--- config.mk ---
export PLATFORM = sky130hd
export DESIGN_NAME = tmds_decoder_align
export DESIGN_NICKNAME = d
export VERILOG_FILES = /design/src/rtl/tmds_decoder_align.sv
export SDC_FILE = /design/constraint.sdc
export NUM_CORES = 1
export LEC_CHECK = 0
export ABC_AREA = 1
export CORE_MARGIN = 2
export CORE_UTILIZATION = 48
export DETAILED_ROUTE_END_ITERATION = 8
export GPL_TIMING_DRIVEN = 0
export HOLD_SLACK_MARGIN = 0.05
export MAX_ROUTING_LAYER = met4
export PLACE_DENSITY = 0.82
export SLEW_MARGIN = 30
export SYNTH_ARGS = -nofsm -noshare
export SYNTH_HDL_FRONTEND = slang
export SYNTH_SLANG_ARGS = --single-unit
--- constraint.sdc ---
create_clock -name clk_1x_in -period 1.5 [get_ports clk_1x_in]
set_input_delay 0.45 -clock clk_1x_in [delete_from_list [all_inputs] [get_ports clk_1x_in]]
set_output_delay 0.45 -clock clk_1x_in [all_outputs]
set_load 0.1 [all_outputs]
--- src/rtl/tmds_decoder_align.sv ---
// TMDS receive channel: finds the 10-bit word boundary via bitslip requests,
// then decodes each word into pixel byte, control bits and data enable.
module tmds_decoder_align #(
  parameter int unsigned CTRL_RUN       = 8,
  parameter int unsigned SEARCH_TIMEOUT = 4096,
  parameter int unsigned SLIP_SETTLE    = 16,
  parameter int unsigned LOCK_TIMEOUT   = 65536
) (
  input  logic       clk_1x_in,
  input  logic       reset_in,
  input  logic [9:0] tmds_in,
  output logic [7:0] pixel_data,
  output logic [1:0] ctrl_signals,
  output logic       de,
  output logic       bitslip,
  output logic       aligned
);

  localparam int unsigned TMAX_A  = (SEARCH_TIMEOUT > SLIP_SETTLE) ? SEARCH_TIMEOUT : SLIP_SETTLE;
  localparam int unsigned TMAX    = (TMAX_A > LOCK_TIMEOUT) ? TMAX_A : LOCK_TIMEOUT;
  localparam int unsigned TIMER_W = (TMAX > 1) ? $clog2(TMAX) : 1;
  localparam int unsigned RUN_W   = $clog2(CTRL_RUN + 1);

  localparam logic [TIMER_W-1:0] SEARCH_LAST = TIMER_W'(SEARCH_TIMEOUT - 1);
  localparam logic [TIMER_W-1:0] SETTLE_LAST = TIMER_W'(SLIP_SETTLE - 1);
  localparam logic [TIMER_W-1:0] LOCK_LAST   = TIMER_W'(LOCK_TIMEOUT - 1);
  localparam logic [RUN_W-1:0]   RUN_LAST    = RUN_W'(CTRL_RUN - 1);

  localparam logic [1:0] ST_SEARCH = 2'd0;
  localparam logic [1:0] ST_SETTLE = 2'd1;
  localparam logic [1:0] ST_LOCKED = 2'd2;

  logic [1:0]         state_q, state_d;
  logic [RUN_W-1:0]   run_q, run_d;
  logic [TIMER_W-1:0] timer_q, timer_d;
  logic               bitslip_q, bitslip_d;
  logic               aligned_q, aligned_d;
  logic [7:0]         pixel_q, pixel_d;
  logic [1:0]         ctrl_q, ctrl_d;
  logic               de_q, de_d;

  logic       is_tok_c;
  logic [1:0] tok_val_c;
  logic [7:0] t_c;
  logic [7:0] q_c;

  // Control token recognition
  always_comb begin
    is_tok_c  = 1'b1;
    tok_val_c = 2'b00;
    case (tmds_in)
      10'b1101010100: tok_val_c = 2'b00;
      10'b0010101011: tok_val_c = 2'b01;
      10'b0101010100: tok_val_c = 2'b10;
      10'b1010101011: tok_val_c = 2'b11;
      default:        is_tok_c  = 1'b0;
    endcase
  end

  // TMDS data word decode (undo inversion, then undo XOR/XNOR chain)
  always_comb begin
    t_c    = tmds_in[9] ? ~tmds_in[7:0] : tmds_in[7:0];
    q_c    = 8'h00;
    q_c[0] = t_c[0];
    for (int i = 1; i < 8; i++) begin
      q_c[i] = tmds_in[8] ? (t_c[i] ^ t_c[i-1]) : ~(t_c[i] ^ t_c[i-1]);
    end
  end

  // Alignment state machine and output next-state
  always_comb begin
    state_d   = state_q;
    run_d     = run_q;
    timer_d   = timer_q;
    bitslip_d = 1'b0;
    pixel_d   = 8'h00;
    de_d      = 1'b0;
    ctrl_d    = ctrl_q;

    case (state_q)
      ST_SEARCH: begin
        run_d   = is_tok_c ? run_q + RUN_W'(1) : '0;
        timer_d = timer_q + TIMER_W'(1);
        // Lock takes priority over a coincident search timeout
        if (is_tok_c && (run_q == RUN_LAST)) begin
          state_d = ST_LOCKED;
          run_d   = '0;
          timer_d = '0;
        end else if (timer_q == SEARCH_LAST) begin
          state_d   = ST_SETTLE;
          bitslip_d = 1'b1;
          run_d     = '0;
          timer_d   = '0;
        end
      end
      ST_SETTLE: begin
        run_d = '0;
        if (timer_q == SETTLE_LAST) begin
          state_d = ST_SEARCH;
          timer_d = '0;
        end else begin
          timer_d = timer_q + TIMER_W'(1);
        end
      end
      ST_LOCKED: begin
        run_d = '0;
        if (is_tok_c) begin
          timer_d = '0;
        end else if (timer_q == LOCK_LAST) begin
          state_d = ST_SEARCH;
          timer_d = '0;
        end else begin
          timer_d = timer_q + TIMER_W'(1);
        end
      end
      default: begin
        state_d = ST_SEARCH;
        run_d   = '0;
        timer_d = '0;
      end
    endcase

    if (is_tok_c) begin
      ctrl_d = tok_val_c;
    end else if (state_q == ST_LOCKED) begin
      de_d    = 1'b1;
      pixel_d = q_c;
    end

    aligned_d = (state_d == ST_LOCKED);
  end

  always_ff @(posedge clk_1x_in) begin
    if (reset_in) begin
      state_q   <= ST_SEARCH;
      run_q     <= '0;
      timer_q   <= '0;
      bitslip_q <= 1'b0;
      aligned_q <= 1'b0;
      pixel_q   <= 8'h00;
      ctrl_q    <= 2'b00;
      de_q      <= 1'b0;
    end else begin
      state_q   <= state_d;
      run_q     <= run_d;
      timer_q   <= timer_d;
      bitslip_q <= bitslip_d;
      aligned_q <= aligned_d;
      pixel_q   <= pixel_d;
      ctrl_q    <= ctrl_d;
      de_q      <= de_d;
    end
  end

  assign pixel_data   = pixel_q;
  assign ctrl_signals = ctrl_q;
  assign de           = de_q;
  assign bitslip      = bitslip_q;
  assign aligned      = aligned_q;

endmodule
==> impl_metrics.yaml <==
outcome:
  outcome: "complete, but fails checks"
  violations: "negative setup slack"
power_and_ir_drop:
  p_leak_nw: 1.03
  irDropWorstVdd_v: 0.000489
  pwr_density_cell_nw_per_um2: 790
critical_path:
  cp_common_cell: "nand2_1"
  reg2reg_depth: 10
  critPathSlowestCell: "dfxtp_1"
  ff2ff_setup_slack_ns: -0.08
  worst_ep_arrival_time_ns: 1.76
  crit_chain: "nand2_1, nor2_4, nand4_1, nand2_1, nand2_1, inv_1, nand2_2, nand2_4, clkbuf_16, nor2_2"
  critical_path.reg2reg.startpoint: "timer_q[8]"
  required_ns: 1.69
  path_class: "flop to flop"
  startpoint_type: "flop"
  slowest_delay_ns: 0.41
  crit_family: "simple AND/OR/NAND/NOR gates"
  cp_max_fo: 5
  end_kind: "flop"
  critPathBufInv: 2
  r2r-end: "timer_q[3]"
synth:
  ys_seq_area_frac: 0.393
  synthCells: 220
  syn-cell-area_sq_um: 1780
  ys_seq_elements: 35
  synth_ff_type: "dfxtp_1"
  postSynthAreaPerCell_sq_um: 8.10
  synth_nets: 242
  synth_edf_count: 0
  synthArstFlopShare: 0
  synth.distinct_cells: 23
  synth_warnings: 0
final_layout:
  antenna-diode-count: 0
  filler_cell_count: 289
  final_cells: 306
  fin_nets: 279
  area_growth_pct: 35.5
  drive_gt1_frac: 0.391
timing:
  relSlewSlack: 0.675
  fmax_ghz: 0.634
  period_share: 1.05
  setup_violations: 14
  rsz0062_at_grt: "true"
  tightest_slew_ns: 0.490
  slew_viol_final: 0
  fin_skew_ns: 0.00855
  hold_violations: 0
  period_minus_slack_ns: 1.58
  setup_ws_ns: -0.0768
  hold_ws_ns: 0.437
clocking:
  htreeDepth: 2
  postCtsHoldBufs: 0
  clock_latency_ns: 0.29
  clockRootBuffer: "clkbuf_8"
  numCtsBuffers: 5
  cts.sinks: 35
  clk_pin_slew_worst_paths_ns: 0.07
  cts_tree: "done"
  clock_path_buffers: 2
routing:
  drc: 0
  wirelength_mm: 3.75
  num_vias: 1491
  ant_nets: 0
  firstDrtPassIters: 4
  viasPerCell: 4.87
  drt_iter0_markers: 49
  wl_per_cell_um: 12.2
placement:
  port_buffers: 23
  place_congestion: 0.857
  hpwl_mm: 2.50
  dp_cells: 291
global_routing:
  grt_pass1_wl_mm: 6.02
  grt_usage: 0.193
  grt_max_degree: 11
  grt_pass1_vias: 1366
  grt_overflow_total: 0
  antenna_found_initial: 0
min_path:
  min_path_type: "flop to flop"
  whs_path_depth: 1
  min_to: "timer_q[0]"
  hp-start: "timer_q[0]"
floorplanning:
  die_width_um: 64.9
  fp-row-count: 22
  die_area_sq_um: 4220
  die_h_um: 64.9
  start_util: 0.494
  pin_count: 25
  core-area_sq_um: 3610
run:
  cap_viol_max_count: 0
[where the power goes]
group	internal, mW	switching [mW]
clock	0.419	0.328
sequential	0.939	0.0100
combinational	0.100	0.112
total	1.46	0.450
[worst reg2reg max path, cell delays in order, from the launching register on]
cell,delay [ns]
dfxtp_1,0.41
nand2_1,0.17
nor2_4,0.15
nand4_1,0.15
nand2_1,0.10
nand2_1,0.06
inv_1,0.06
nand2_2,0.07
nand2_4,0.11
clkbuf_16,0.16
nor2_2,0.04
[Yosys cell counts (2+ instances only)]
cell / n / share of area
dfxtp_1: 35 / 0.39
nor2_2: 14 / 0.049
nor2_4: 2 / 0.013
nand2_1: 29 / 0.061
nand4_1: 3 / 0.011
nand2_4: 4 / 0.025
nor3_1: 5 / 0.014
ha_1: 10 / 0.070
inv_1: 30 / 0.063
nor2_1: 31 / 0.065
xnor2_1: 10 / 0.049
nand2_2: 3 / 0.011
a21oi_1: 9 / 0.025
xor2_1: 15 / 0.074
nand3_1: 12 / 0.034
[timing repair]
action / CTS / global route
pin swaps: 2 / 9
endpoints found under the setup margin: 48 / 26
resized for setup: 118 / 22
cloned: 0 / 1
setup buffers: 4 / 2
[metal layers]
metal	GRT usage	wire (um)	up-vias
li1	-	-	759
met5	-	0	-
met4	0.0771	57	0
met1	0.214	1580	696
met3	0.0556	151	7
met2	0.327	1960	29
[cell usage in the layout, fill, tap and decap left out, types with 2 or more instances in the layout]
cell type / instances
nor2_1: 29
dfxtp_1: 28
nand2_1: 24
inv_1: 19
xor2_1: 15
buf_4: 11
nand3_1: 10
xnor2_1: 10
buf_2: 10
nor2_4: 9
nor2_2: 9
a21oi_1: 8
ha_4: 8
clkbuf_8: 7
inv_2: 6
nand2_2: 6
nand2_4: 6
dfxtp_2: 6
nor3_1: 5
clkbuf_4: 5
inv_4: 3
nand4_1: 3
nand3_2: 3
clkdlybuf4s50_1: 2
[through the flow]
stage | TNS (ns) | util | power [mW] | setup WS (ns) | instance area, sq um
after global routing | -2.43 | 0.669 | 1.99 | -0.168 | 2410
after floorplan | -0.308 | - | 1.09 | -0.0317 | 1910
after global placement | -30.02 | 0.610 | 1.16 | -0.895 | 2200
after detailed placement | -30.15 | 0.610 | 1.16 | -0.891 | 2200
after CTS | -0.243 | 0.634 | 1.91 | -0.0304 | 2290
final | -0.839 | 0.669 | 1.91 | -0.0768 | 2410
[area by class of cell]
class | count | area (sq um) | area share
Timing Repair Buffer | 30 | 226 | 0.0938
Clock buffer | 8 | 100 | 0.0415
Inverter | 30 | 138 | 0.0570
Buffer | 2 | 35.0 | 0.0145
Sequential cell | 35 | 712 | 0.295
Multi-Input combinational cell | 153 | 1140 | 0.473
Tap cell | 48 | 60.1 | 0.0249
[sequential cells by signal (all words and copies together) (netlist names)]
signal and flops:
timer_q 16, pixel_data 8, run_q 4, ctrl_signals 2, state_q 2, aligned 1, bitslip 1, de 1
[cells by family (layout without fill, tap and decap cells)]
logic type / Yosys count / after routing / synth area share
xor gates and xnor gates: 25 / 25 / 0.123
adders and majority gates: 10 / 10 / 0.0702
and+or+nand+nor: 107 / 107 / 0.299
DFF: 35 / 35 / 0.393
AOI/OAI and AO/OA: 11 / 11 / 0.0337
buffers and inverters: 32 / 70 / 0.0808
[worst max-delay path by stage]
stage | cells after the start | from | end
after global routing | 10 | timer_q[8] | timer_q[8]
after CTS | 11 | timer_q[0] | timer_q[12]
after floorplan | 14 | tmds_in[7] | timer_q[14]
after detailed placement | 14 | tmds_in[7] | timer_q[12]
final | 10 | timer_q[8] | timer_q[3]
after global placement | 14 | tmds_in[7] | timer_q[3]
Note: power is estimated with default switching activity, not from simulation.
